## src/rtl/pipeline_hazard_ctrl.sv

```systemverilog
// Central stall/flush/interrupt sequencer for the 5-stage pipeline.
// Resolves data hazards, arbitrates redirects and runs interrupt entry/return.
module pipeline_hazard_ctrl #(
  parameter int unsigned DRAIN_CYCLES = 2,
  parameter logic [31:0] VECTOR_PC    = 32'h0000_0100
) (
  input  logic        clk,
  input  logic        reset,
  input  logic [4:0]  id_rs1_idx_i,
  input  logic [4:0]  id_rs2_idx_i,
  input  logic        id_uses_rs1_i,
  input  logic        id_uses_rs2_i,
  input  logic        id_is_jalr_i,
  input  logic [31:0] id_pc_i,
  input  logic        id_taken_i,
  input  logic [4:0]  ex_rd_idx_i,
  input  logic        ex_reg_write_en_i,
  input  logic        ex_is_load_i,
  input  logic        ex_mispredict_i,
  input  logic [31:0] ex_target_i,
  input  logic [4:0]  mem_rd_idx_i,
  input  logic        mem_reg_write_en_i,
  input  logic        irq_i,
  input  logic        mret_i,
  output logic        if_enable_o,
  output logic        id_enable_o,
  output logic        if_flush_n_o,
  output logic        id_flush_n_o,
  output logic        rs1_depended_o,
  output logic        irq_redirect_o,
  output logic [31:0] irq_target_o,
  output logic        irq_ack_o,
  output logic        in_handler_o
);

  localparam int unsigned CntW = (DRAIN_CYCLES > 1) ? $clog2(DRAIN_CYCLES) : 1;
  localparam logic [CntW-1:0] CntInit = CntW'(DRAIN_CYCLES - 1);

  typedef enum logic [2:0] {
    StRun,
    StDrain,
    StVector,
    StHandler,
    StReturn
  } state_e;

  state_e          state_q, state_d;
  logic [31:0]     epc_q, epc_d;
  logic [CntW-1:0] cnt_q, cnt_d;
  logic [31:0]     irq_target_q;

  logic ex_rd_nz;
  logic rs1_hit_ex;
  logic rs2_hit_ex;
  logic rs1_hit_mem;
  logic load_use;
  logic jalr_stall;
  logic hazard_stall;

  // Hazard detection; writes to x0 never create a dependency.
  always_comb begin
    ex_rd_nz     = (ex_rd_idx_i != 5'd0);
    rs1_hit_ex   = ex_rd_nz && (id_rs1_idx_i == ex_rd_idx_i);
    rs2_hit_ex   = ex_rd_nz && (id_rs2_idx_i == ex_rd_idx_i);
    rs1_hit_mem  = (mem_rd_idx_i != 5'd0) && (id_rs1_idx_i == mem_rd_idx_i);
    load_use     = ex_is_load_i && ex_reg_write_en_i &&
                   ((id_uses_rs1_i && rs1_hit_ex) || (id_uses_rs2_i && rs2_hit_ex));
    jalr_stall   = id_is_jalr_i && ex_is_load_i && ex_reg_write_en_i && rs1_hit_ex;
    hazard_stall = load_use || jalr_stall;
    rs1_depended_o = id_is_jalr_i && (id_rs1_idx_i != 5'd0) &&
                     ((ex_reg_write_en_i && rs1_hit_ex) ||
                      (mem_reg_write_en_i && rs1_hit_mem));
  end

  // Pipeline register control, highest priority first.
  always_comb begin
    if_enable_o  = 1'b1;
    id_enable_o  = 1'b1;
    if_flush_n_o = 1'b1;
    id_flush_n_o = 1'b1;
    if (ex_mispredict_i) begin
      if_flush_n_o = 1'b0;
      id_flush_n_o = 1'b0;
    end else if (state_q == StDrain) begin
      if_enable_o  = 1'b0;
      if_flush_n_o = 1'b0;
      id_flush_n_o = 1'b0;
    end else if (state_q == StVector) begin
      if_flush_n_o = 1'b0;
    end else if (state_q == StReturn) begin
      if_flush_n_o = 1'b0;
      id_flush_n_o = 1'b0;
    end else if (hazard_stall) begin
      if_enable_o  = 1'b0;
      id_flush_n_o = 1'b0;
    end else if (id_taken_i) begin
      if_flush_n_o = 1'b0;
    end
  end

  // Redirect outputs; the target holds its last driven value between redirects.
  always_comb begin
    irq_redirect_o = 1'b0;
    irq_ack_o      = 1'b0;
    irq_target_o   = irq_target_q;
    in_handler_o   = (state_q == StHandler);
    unique case (state_q)
      StVector: begin
        irq_redirect_o = 1'b1;
        irq_ack_o      = 1'b1;
        irq_target_o   = VECTOR_PC;
      end
      StReturn: begin
        irq_redirect_o = 1'b1;
        irq_target_o   = epc_q;
      end
      default: ;
    endcase
  end

  always_comb begin
    state_d = state_q;
    epc_d   = epc_q;
    cnt_d   = cnt_q;
    unique case (state_q)
      StRun: begin
        if (irq_i && !ex_mispredict_i && !hazard_stall && !id_taken_i) begin
          epc_d   = id_pc_i;
          cnt_d   = CntInit;
          state_d = StDrain;
        end
      end
      StDrain: begin
        // A resolving mispredict means the saved pc was on the wrong path.
        if (ex_mispredict_i) begin
          epc_d = ex_target_i;
        end
        if (cnt_q == '0) begin
          state_d = StVector;
        end else begin
          cnt_d = cnt_q - CntW'(1);
        end
      end
      StVector: state_d = StHandler;
      StHandler: begin
        if (mret_i && !hazard_stall && !ex_mispredict_i) begin
          state_d = StReturn;
        end
      end
      StReturn: state_d = StRun;
      default:  state_d = StRun;
    endcase
  end

  always_ff @(posedge clk or posedge reset) begin
    if (reset) begin
      state_q      <= StRun;
      epc_q        <= '0;
      cnt_q        <= '0;
      irq_target_q <= '0;
    end else begin
      state_q      <= state_d;
      epc_q        <= epc_d;
      cnt_q        <= cnt_d;
      irq_target_q <= irq_target_o;
    end
  end

endmodule

```

## config.mk

```make
export PLATFORM = sky130hd
export DESIGN_NAME = pipeline_hazard_ctrl
export DESIGN_NICKNAME = d
export VERILOG_FILES = /design/src/rtl/pipeline_hazard_ctrl.sv
export SDC_FILE = /design/constraint.sdc
export NUM_CORES = 1
export LEC_CHECK = 0
export CAP_MARGIN = 20
export CORE_ASPECT_RATIO = 0.8
export CORE_MARGIN = 5
export CORE_UTILIZATION = 46
export DETAILED_ROUTE_END_ITERATION = 8
export PLACE_DENSITY = 0.86
export SYNTH_ARGS = -nofsm -noshare
export SYNTH_HDL_FRONTEND = slang
export SYNTH_SLANG_ARGS = --single-unit
```

## constraint.sdc

```tcl
create_clock -name clk -period 4.63 [get_ports clk]
set_input_delay 0.926 -clock clk [delete_from_list [all_inputs] [get_ports clk]]
set_output_delay 0.926 -clock clk [all_outputs]
set_load 0.02 [all_outputs]
```

==> results of run 1 <==
==> synthesized netlist by cell type (all sizes together) (3+ instances only) <==
cell	instances
a22o	31
nor2	11
a2111oi	3
buf	5
o221a	32
inv	5
xor2	9
nand2	7
clkbuf	20
dfrtp	68
xnor2	7
o21ai	4
or3	32
a21oi	5
nor3	5
==> worst max-delay path: stages <==
cell and delay [ps]:
clkdlybuf4s50_1 480, xnor2_1 230, nand4_1 140, o2bb2ai_1 370, nand2_1 90, a2111oi_0 420
clkdlybuf4s50_1 680
==> through the flow <==
step | util [%] | instances | area [µm²]
6_report | 69.8 | 484 | 4740
5_1_grt | 69.8 | 484 | 4740
4_1_cts | 69.8 | 484 | 4740
3_5_place_dp | 66.8 | 468 | 4540
3_3_place_gp | 66.8 | 468 | 4540
2_1_floorplan | - | 267 | 3160
==> state kept, by name, indices dropped and copies added, names as in the netlist <==
register,count
state_q,3
irq_target_q,32
epc_q,32
cnt_q,1
==> final timing paths <==
check | endpoint | depth (start not counted) | start | slack [ps]
min in group asynchronous | epc_q[12] | 2 | reset | 1050
max in group asynchronous | irq_target_q[24] | 3 | reset | 2690
hold reg to reg | irq_target_q[30] | 1 | irq_target_q[30] | 500
setup reg to reg | epc_q[7] | 5 | state_q[1] | 2120
hold / removal | irq_target_q[30] | 1 | irq_target_q[30] | 500
setup / recovery | if_flush_n_o | 7 | ex_rd_idx_i[4] | 350
==> kinds of logic (layout without fill, tap and decap cells) <==
kind of cell    count (synthesis)  after routing  share of synthesized area (%)
compound gates                 84             84                           25.1
xor+xnor                       16             16                           4.43
buf+inv                        30            160                           4.43
flops                          68             68                           53.8
other cells                     1              1                          0.119
simple gates                   68             68                           12.1
==> routing by layer <==
layer  up-vias  GRT usage [%]  share of wire [%]  wire, µm
li1       1279              -                  -         -
met1      1373           29.1                 42      3970
met2       126           36.3                 48      4510
met3         4           8.14                 10       952
met4         0           4.59               0.54        51
met5         -              0                  0         0
==> power by group through the flow <==
stage | Combinational, mW | Clock, mW | Sequential [mW]
final | 0.942 | 0.484 | 0.937
after global routing | 1.01 | 0.522 | 0.961
after CTS | 0.950 | 0.495 | 0.934
after detailed placement | 0.941 | 0 | 0.945
after global placement | 0.922 | 0 | 0.930
after floorplan | 0.635 | 0 | 0.880
==> cell type report <==
class | count | area [µm²] | area share [%]
Multi-Input combinational cell | 169 | 1330 | 28.0
Clock buffer | 10 | 138 | 2.90
Inverter | 5 | 18.8 | 0.396
Sequential cell | 68 | 1700 | 35.9
Clock inverter | 6 | 63.8 | 1.35
Timing Repair Buffer | 139 | 1380 | 29.1
Tap cell | 87 | 109 | 2.30
==> impl_metrics.env, run 1 <==
export IMPL_status="finished, final reports clean"
export IMPL_dieArea_um2=8650
export IMPL_ant_nets=0
export IMPL_numClockSinks=68
export IMPL_die_h_um=84.2
export IMPL_synth_seq_cells=68
export IMPL_grt_total_usage_pct=22.4
export IMPL_htreeDepth=3
export IMPL_finalCriticalPeriod_ps=4280
export IMPL_min_period_over_period_pct=92.5
export IMPL_n_antenna_cell=0
export IMPL_postSynthAreaPerCell_um2=11.9
export IMPL_fill_cells=507
export IMPL_worstSetupPathType="input port to output pin"
export IMPL_clk_pin_slew_ps=70
export IMPL_routed_wl_um=9480
export IMPL_cts_tree="built"
export IMPL_die_w_um=103
export IMPL_synth_area_leader_cell="dfrtp_1"
export IMPL_rsz0062_at_grt="false"
export IMPL_synth_top_area_share_pct=53.8
export IMPL_fin_ws_ps=349
export IMPL_clk_latency_ps=340
export IMPL_syn_num_nets=363
export IMPL_first_pass_iters=4
export IMPL_drv_cap=0
export IMPL_grt_pass1_vias=2951
export IMPL_synth_ff_type="dfrtp_1"
export IMPL_cts_setup_buffers=0
export IMPL_antenna_found_initial=0
export IMPL_layout_drive_gt1_share_pct=15.4
export IMPL_vias_per_cell=5.75
export IMPL_layout_commonest_cell="clkdlybuf4s50_1"
export IMPL_num_rows=27
export IMPL_fmax_mhz=234
export IMPL_portBuffers=134
export IMPL_final_max_slew_viol_count=0
export IMPL_power_frac_comb_pct=39.9
export IMPL_cts_made_buffers=9
export IMPL_synth_area_um2=3160
export IMPL_vias=2782
export IMPL_holdWs_ps=497
export IMPL_worstPathMaxFanout=3
export IMPL_synth_distinct_cells=39
export IMPL_endpoint_kind="output pin"
export IMPL_area_growth_pct=49.7
export IMPL_cts_buffer_depth=2
export IMPL_finalPower_mw=2.36
export IMPL_overflow=0
export IMPL_fin_tns_setup_ps=0
export IMPL_dp_hpwl_um=6860
export IMPL_cp_data_required_time_ps=3700
export IMPL_yosys_warnings=0
export IMPL_io_pins=136
export IMPL_critPathLaunchType="input port"
export IMPL_gp_congestion=0.885
export IMPL_worstPathArrival_ps=3350
export IMPL_switching_share_pct=34.2
export IMPL_grt_max_degree=38
export IMPL_hold_viol=0
export IMPL_cts_hold_buffers=0
export IMPL_initial_utilization_pct=46.6
export IMPL_wire_per_inst_um=19.6
export IMPL_pwr_density_cell_nw_per_um2=499
export IMPL_finalSetupViolCount=0
export IMPL_cts_resized=0
export IMPL_mostFrequentLayoutCells="134 x clkdlybuf4s50_1, 68 x dfrtp_1, 32 x or3_1"
export IMPL_p_seq_share_pct=39.7
export IMPL_final_nets=488
export IMPL_leakagePower_nw=1.88
export IMPL_grt_pass1_wl_um=15100
export IMPL_finClkSkew_ps=8.06
export IMPL_clkPwrFrac_pct=20.5
export IMPL_tightest_slew_ps=946
export IMPL_ir_drop_mv=0.202
export IMPL_async_flop_share_pct=100
export IMPL_yosys_top_cells_area="dfrtp_1 54%, o221a_2 11%, a22o_1 8.6%"
export IMPL_synth_yosys_seq_area_share_pct=53.8
export IMPL_p_int_mw=1.56
export IMPL_synth_edf_count=0
export IMPL_place_worst_setup_slack_ps=309
export IMPL_cts_root_buf="clkbuf_8"
export IMPL_core_um2=6790
export IMPL_switchingPower_mw=0.807
export IMPL_drtIter0Drc=128
export IMPL_route_detailed_drc=0
export IMPL_hold_class="flop to flop"
export IMPL_slew_headroom_pct=36.8
export IMPL_syn_inst=267
Power figures use the tool's default switching activity.
==> run 2, diff against run 1 <==
--- a/config.mk
+++ b/config.mk
@@ -8,9 +8,9 @@
 export CAP_MARGIN = 20
 export CORE_ASPECT_RATIO = 0.8
 export CORE_MARGIN = 5
-export CORE_UTILIZATION = 46
+export CORE_UTILIZATION = 38
 export DETAILED_ROUTE_END_ITERATION = 8
-export PLACE_DENSITY = 0.86
+export PLACE_DENSITY = 0.76
 export SYNTH_ARGS = -nofsm -noshare
 export SYNTH_HDL_FRONTEND = slang
 export SYNTH_SLANG_ARGS = --single-unit
==> constraint.sdc (replaced) <==
create_clock -name clk -period 3.74 [get_ports clk]
set_input_delay 0.748 -clock clk [delete_from_list [all_inputs] [get_ports clk]]
set_output_delay 0.748 -clock clk [all_outputs]
set_load 0.02 [all_outputs]
==> impl_metrics.env, run 2 (synthesis gave the netlist of run 1 again) <==
export IMPL_final_max_slew_viol_count=0
export IMPL_numClockSinks=68
export IMPL_routed_wl_um=9750
export IMPL_whs_path_depth=1
export IMPL_io_pins=136
export IMPL_die_h_um=91.6
export IMPL_fin_tns_setup_ps=0
export IMPL_cts_made_buffers=9
export IMPL_grt_total_usage_pct=19.4
export IMPL_fin_ws_ps=175
export IMPL_endpoint_kind="output pin"
export IMPL_dieArea_um2=10300
export IMPL_worstPathArrival_ps=2820
export IMPL_num_rows=29
export IMPL_finalCriticalPeriod_ps=3560
export IMPL_gp_congestion=0.840
export IMPL_hold_viol=0
export IMPL_area_growth_pct=54.3
export IMPL_ant_nets=0
export IMPL_cts_buffer_depth=2
export IMPL_finalPower_mw=2.94
export IMPL_p_seq_share_pct=39.2
export IMPL_cp_data_required_time_ps=2990
export IMPL_cts_tree="built"
export IMPL_switching_share_pct=34.3
export IMPL_grt_pass1_wl_um=16000
export IMPL_reg2reg_slack_ps=1670
export IMPL_first_pass_iters=4
export IMPL_leakagePower_nw=1.97
export IMPL_placed_cell_area_um2=4700
export IMPL_holdWs_ps=499
export IMPL_drtIter0Drc=207
export IMPL_worstSetupPathType="input port to output pin"
export IMPL_top_regs="epc_q: 32 flops, irq_target_q: 32 flops, state_q: 3 flops"
export IMPL_power_frac_comb_pct=40.6
export IMPL_rsz0062_at_grt="false"
export IMPL_finalSetupViolCount=0
export IMPL_htreeDepth=3
export IMPL_tightest_slew_ps=854
export IMPL_die_w_um=112
export IMPL_core_um2=8020
export IMPL_endpoint="if_enable_o"
export IMPL_hold_class="flop to flop"
export IMPL_layout_drive_gt1_share_pct=19.0
export IMPL_dp_hpwl_um=7010
export IMPL_drv_cap=0
export IMPL_design_area_um2=4880
export IMPL_cts_root_buf="clkbuf_8"
export IMPL_clk_latency_ps=340
export IMPL_critPathLaunchType="input port"
export IMPL_vias_per_cell=5.35
export IMPL_mostFrequentLayoutCells="130 x clkdlybuf4s50_1, 68 x dfrtp_1, 32 x or3_1"
export IMPL_min_period_over_period_pct=95.3
export IMPL_slew_headroom_pct=43.1
export IMPL_portBuffers=134
export IMPL_grt_max_degree=69
export IMPL_final_nets=506
export IMPL_antenna_found_initial=0
export IMPL_worstSetupStartpoint="ex_rd_idx_i[1]"
export IMPL_worst_r2r_endpoint="epc_q[0]"
export IMPL_fmax_mhz=281
export IMPL_layout_commonest_cell="clkdlybuf4s50_1"
export IMPL_ff2ff_path_depth=6
export IMPL_utilization_pct=60.9
export IMPL_finClkSkew_ps=7.38
export IMPL_route_detailed_drc=0
export IMPL_clkPwrFrac_pct=20.1
export IMPL_vias=2798
export IMPL_initial_utilization_pct=39.5
export IMPL_n_antenna_cell=0
export IMPL_pwr_density_cell_nw_per_um2=602
export IMPL_ir_drop_mv=0.227
export IMPL_place_worst_setup_slack_ps=-63.4
export IMPL_switchingPower_mw=1.01
export IMPL_wire_per_inst_um=18.6
export IMPL_worstPathMaxFanout=3
export IMPL_r2r_start="state_q[2]"
export IMPL_status="finished, final reports clean"
export IMPL_grt_pass1_vias=3101
export IMPL_clk_pin_slew_ps=70
export IMPL_fill_cells=672
export IMPL_place_inst=507
export IMPL_overflow=0
export IMPL_final_cells=523
export IMPL_p_int_mw=1.93
## run 2: cell types whose count changed in the layout (fill, tap and decap cells not counted), sizes merged
| cell | previous run | this run |
|---|---|---|
| clkinv | 3 | 2 |
| inv | 5 | 6 |
| clkdlybuf4s50 | 134 | 130 |
| dlygate4sd2 | 0 | 3 |
| buf | 5 | 24 |
## run 2: timing repair
| item | in CTS | in global routing |
|---|---|---|
| endpoints found under the setup margin | 3 | 0 |
| gates resized for setup | 3 | 0 |
| setup buffers | 0 | 0 |
| hold buffers | 0 | 0 |
## run 2: metal layers
metal / global-route usage [%] / up-vias / part of all wire [%]
li1: - / 1313 / -
met1: 25.8 / 1357 / 44
met2: 29.9 / 124 / 45
met3: 7.76 / 4 / 9.9
met4: 4.40 / 0 / 0.43
met5: 0 / - / 0
## run 2: cell type report
class	instances	area, µm²	area share (%)
clock buffer	10	128	2.61
clock inverter	6	63.8	1.31
inverter	5	18.8	0.384
multi-input combinational	169	1330	27.2
sequential	68	1700	34.8
tap	108	135	2.77
timing repair buffer	157	1510	30.9
## run 2: how the worst min path moves through the flow
stage	start	endpoint	slack (ps)
final	irq_target_q[19]	irq_target_q[19]	500
after global routing	irq_target_q[16]	irq_target_q[16]	510
after CTS	irq_target_q[16]	irq_target_q[16]	500
after detailed placement	irq_target_q[22]	irq_target_q[22]	480
after global placement	irq_target_q[19]	irq_target_q[19]	490
after floorplan	cnt_q	cnt_q	470
## run 2: power by group through the flow
stage               combinational, mW  clock [mW]  sequential (mW)
floorplan                       0.787           0             1.09
global placement                 1.19           0             1.15
detailed placement               1.20           0             1.17
CTS                              1.21       0.608             1.15
global route                     1.29       0.642             1.19
finish                           1.19       0.592             1.15
## run 2: critical path, cell delays in order
cell and delay, ps:
clkdlybuf4s50_1 470, xor2_1 170, nor3_1 290, o2bb2a_1 280
a2111oi_0 420, a31oi_1 70, dlygate4sd2_1 360
==> run 3, diff against run 2 <==
--- a/config.mk
+++ b/config.mk
@@ -7,7 +7,7 @@
 export LEC_CHECK = 0
 export CAP_MARGIN = 20
 export CORE_ASPECT_RATIO = 0.8
-export CORE_MARGIN = 5
+export CORE_MARGIN = 2
 export CORE_UTILIZATION = 38
 export DETAILED_ROUTE_END_ITERATION = 8
 export PLACE_DENSITY = 0.76
==> impl_metrics.env, run 3 (synthesis gave the netlist of run 1 again) <==
export IMPL_tightest_slew_ps=889
export IMPL_min_period_over_period_pct=95.5
export IMPL_clkPwrFrac_pct=24.2
export IMPL_hold_class="flop to flop"
export IMPL_num_rows=29
export IMPL_critical_path_top_delay_family="buffers and inverters"
export IMPL_vias=2808
export IMPL_switching_share_pct=32.4
export IMPL_power_frac_comb_pct=38.2
export IMPL_route_detailed_drc=0
export IMPL_place_worst_setup_slack_ps=-111
export IMPL_endpoint_kind="output pin"
export IMPL_whs_path_depth=1
export IMPL_mostFrequentLayoutCells="131 x clkdlybuf4s50_1, 68 x dfrtp_1, 32 x or3_1"
export IMPL_ant_nets=0
export IMPL_cts_root_buf="clkbuf_8"
export IMPL_cpMostUsedCell="clkdlybuf4s50_1"
export IMPL_multiInputGateArea_um2=1330
export IMPL_io_pins=136
export IMPL_clk_latency_ps=330
export IMPL_p_int_mw=2.08
export IMPL_cts_buffer_depth=2
export IMPL_ff2ff_path_depth=6
export IMPL_cp_data_required_time_ps=2990
export IMPL_status="finished, final reports clean"
export IMPL_overflow=0
export IMPL_finalSetupViolCount=0
export IMPL_cp_buffers_inverters=3
export IMPL_critPathLaunchType="input port"
export IMPL_first_pass_iters=4
export IMPL_finClkSkew_ps=6.37
export IMPL_layout_commonest_cell="clkdlybuf4s50_1"
export IMPL_ir_drop_mv=0.240
export IMPL_layout_drive_gt1_share_pct=18.2
export IMPL_seqCellArea_um2=1700
export IMPL_drtIter0Drc=128
export IMPL_core_um2=8020
export IMPL_cts_made_buffers=9
export IMPL_die_w_um=106
export IMPL_die_h_um=85.6
export IMPL_vias_per_cell=5.41
export IMPL_antenna_found_initial=0
export IMPL_slew_headroom_pct=40.6
export IMPL_r2r_start="state_q[1]"
export IMPL_gp_congestion=0.805
export IMPL_portBuffers=134
export IMPL_switchingPower_mw=0.996
export IMPL_final_nets=502
export IMPL_grt_pass1_wl_um=14900
export IMPL_min_delay_start="irq_target_q[3]"
export IMPL_crit_path_max_incr_delay_ps=550
export IMPL_leakagePower_nw=1.99
export IMPL_worstPathMaxFanout=3
export IMPL_fin_ws_ps=170
export IMPL_grt_max_degree=36
export IMPL_cts_setup_buffers=0
export IMPL_dieArea_um2=9080
export IMPL_fill_cells=644
export IMPL_rsz0062_at_grt="false"
export IMPL_fmax_mhz=280
export IMPL_top_regs="epc_q: 32 flops, irq_target_q: 32 flops, state_q: 3 flops"
export IMPL_htreeDepth=3
export IMPL_grt_pass1_vias=2963
export IMPL_drv_cap=0
export IMPL_grt_total_usage_pct=21.0
export IMPL_final_max_slew_viol_count=0
export IMPL_holdWs_ps=497
export IMPL_path_cells="clkdlybuf4s50_1 -> or4_1 -> o21ai_2 -> buf_4 -> nor4b_1 -> a31oi_1 -> nor2_1 -> clkdlybuf4s50_1"
export IMPL_fin_tns_setup_ps=0
export IMPL_worstSetupStartpoint="ex_rd_idx_i[0]"
export IMPL_initial_utilization_pct=39.5
export IMPL_cp_depth=8
export IMPL_dp_hpwl_um=6420
export IMPL_wire_per_inst_um=17.5
export IMPL_pwr_density_cell_nw_per_um2=623
export IMPL_cts_tree="built"
export IMPL_finalPower_mw=3.08
export IMPL_p_seq_share_pct=37.6
export IMPL_hold_viol=0
export IMPL_clk_pin_slew_ps=60
export IMPL_numClockSinks=68
export IMPL_finalCriticalPeriod_ps=3570
export IMPL_worstPathArrival_ps=2820
export IMPL_routed_wl_um=9100
export IMPL_n_antenna_cell=0
export IMPL_worstSetupPathType="input port to output pin"
export IMPL_utilization_pct=61.5
export IMPL_area_growth_pct=56.0
export IMPL_cp_slowest_cell="or4_1"
[run 3: cell count changes in the layout (fill, tap and decap cells not counted), moves of 2 or more]
cell | previous run | this run
clkinvlp_4 | 2 | 0
bufinv_16 | 1 | 3
buf_4 | 24 | 18
clkinv_2 | 2 | 0
[run 3: final cells by class]
type	count	share of cell area, %
timing repair buffer	153	30.3
clock buffer	11	2.87
multi-input combinational	169	27.0
clock inverter	5	2.18
sequential	68	34.5
tap	108	2.74
inverter	5	0.380
[run 3: through the flow]
step,std cells,instance area [µm²]
5_1_grt,519,4930
4_1_cts,519,4930
2_1_floorplan,267,3160
3_3_place_gp,503,4680
3_5_place_dp,503,4680
6_report,519,4930
[run 3: timing repair]
action,CTS,global route
hold buffers,0,0
gates resized for setup,2,2
setup endpoints to repair,2,3
[run 3: worst register-to-register path: cells and delay by family, from the launching register on]
| family | cells | cell delay (ps) |
|---|---|---|
| and+or+nand+nor | 2 | 580 |
| DFF | 1 | 510 |
| buffers and inverters | 2 | 510 |
| AOI/OAI and AO/OA | 2 | 390 |
[run 3: final timing paths]
check,end,slack [ps]
worst max-delay path,rs1_depended_o,170
worst max register to register,epc_q[13],1630
worst min-delay path,irq_target_q[3],500
min in group asynchronous,epc_q[10],840
max in group asynchronous,epc_q[13],2250
worst min register to register,irq_target_q[3],500
[run 3: metal layers]
metal | share of wire (%) | track usage (%)
met1 | 45 | 27.3
met2 | 46 | 34.3
met3 | 7.9 | 6.38
met4 | 0.74 | 6.22
met5 | 0 | 0
[run 3: power groups by stage]
| stage | registers, mW | clock network [mW] | logic, mW |
|---|---|---|---|
| 6_report | 1.16 | 0.743 | 1.18 |
| 5_1_grt | 1.19 | 0.793 | 1.27 |
| 4_1_cts | 1.16 | 0.761 | 1.19 |
| 3_5_place_dp | 1.17 | 0 | 1.19 |
| 3_3_place_gp | 1.15 | 0 | 1.17 |
| 2_1_floorplan | 1.09 | 0 | 0.787 |
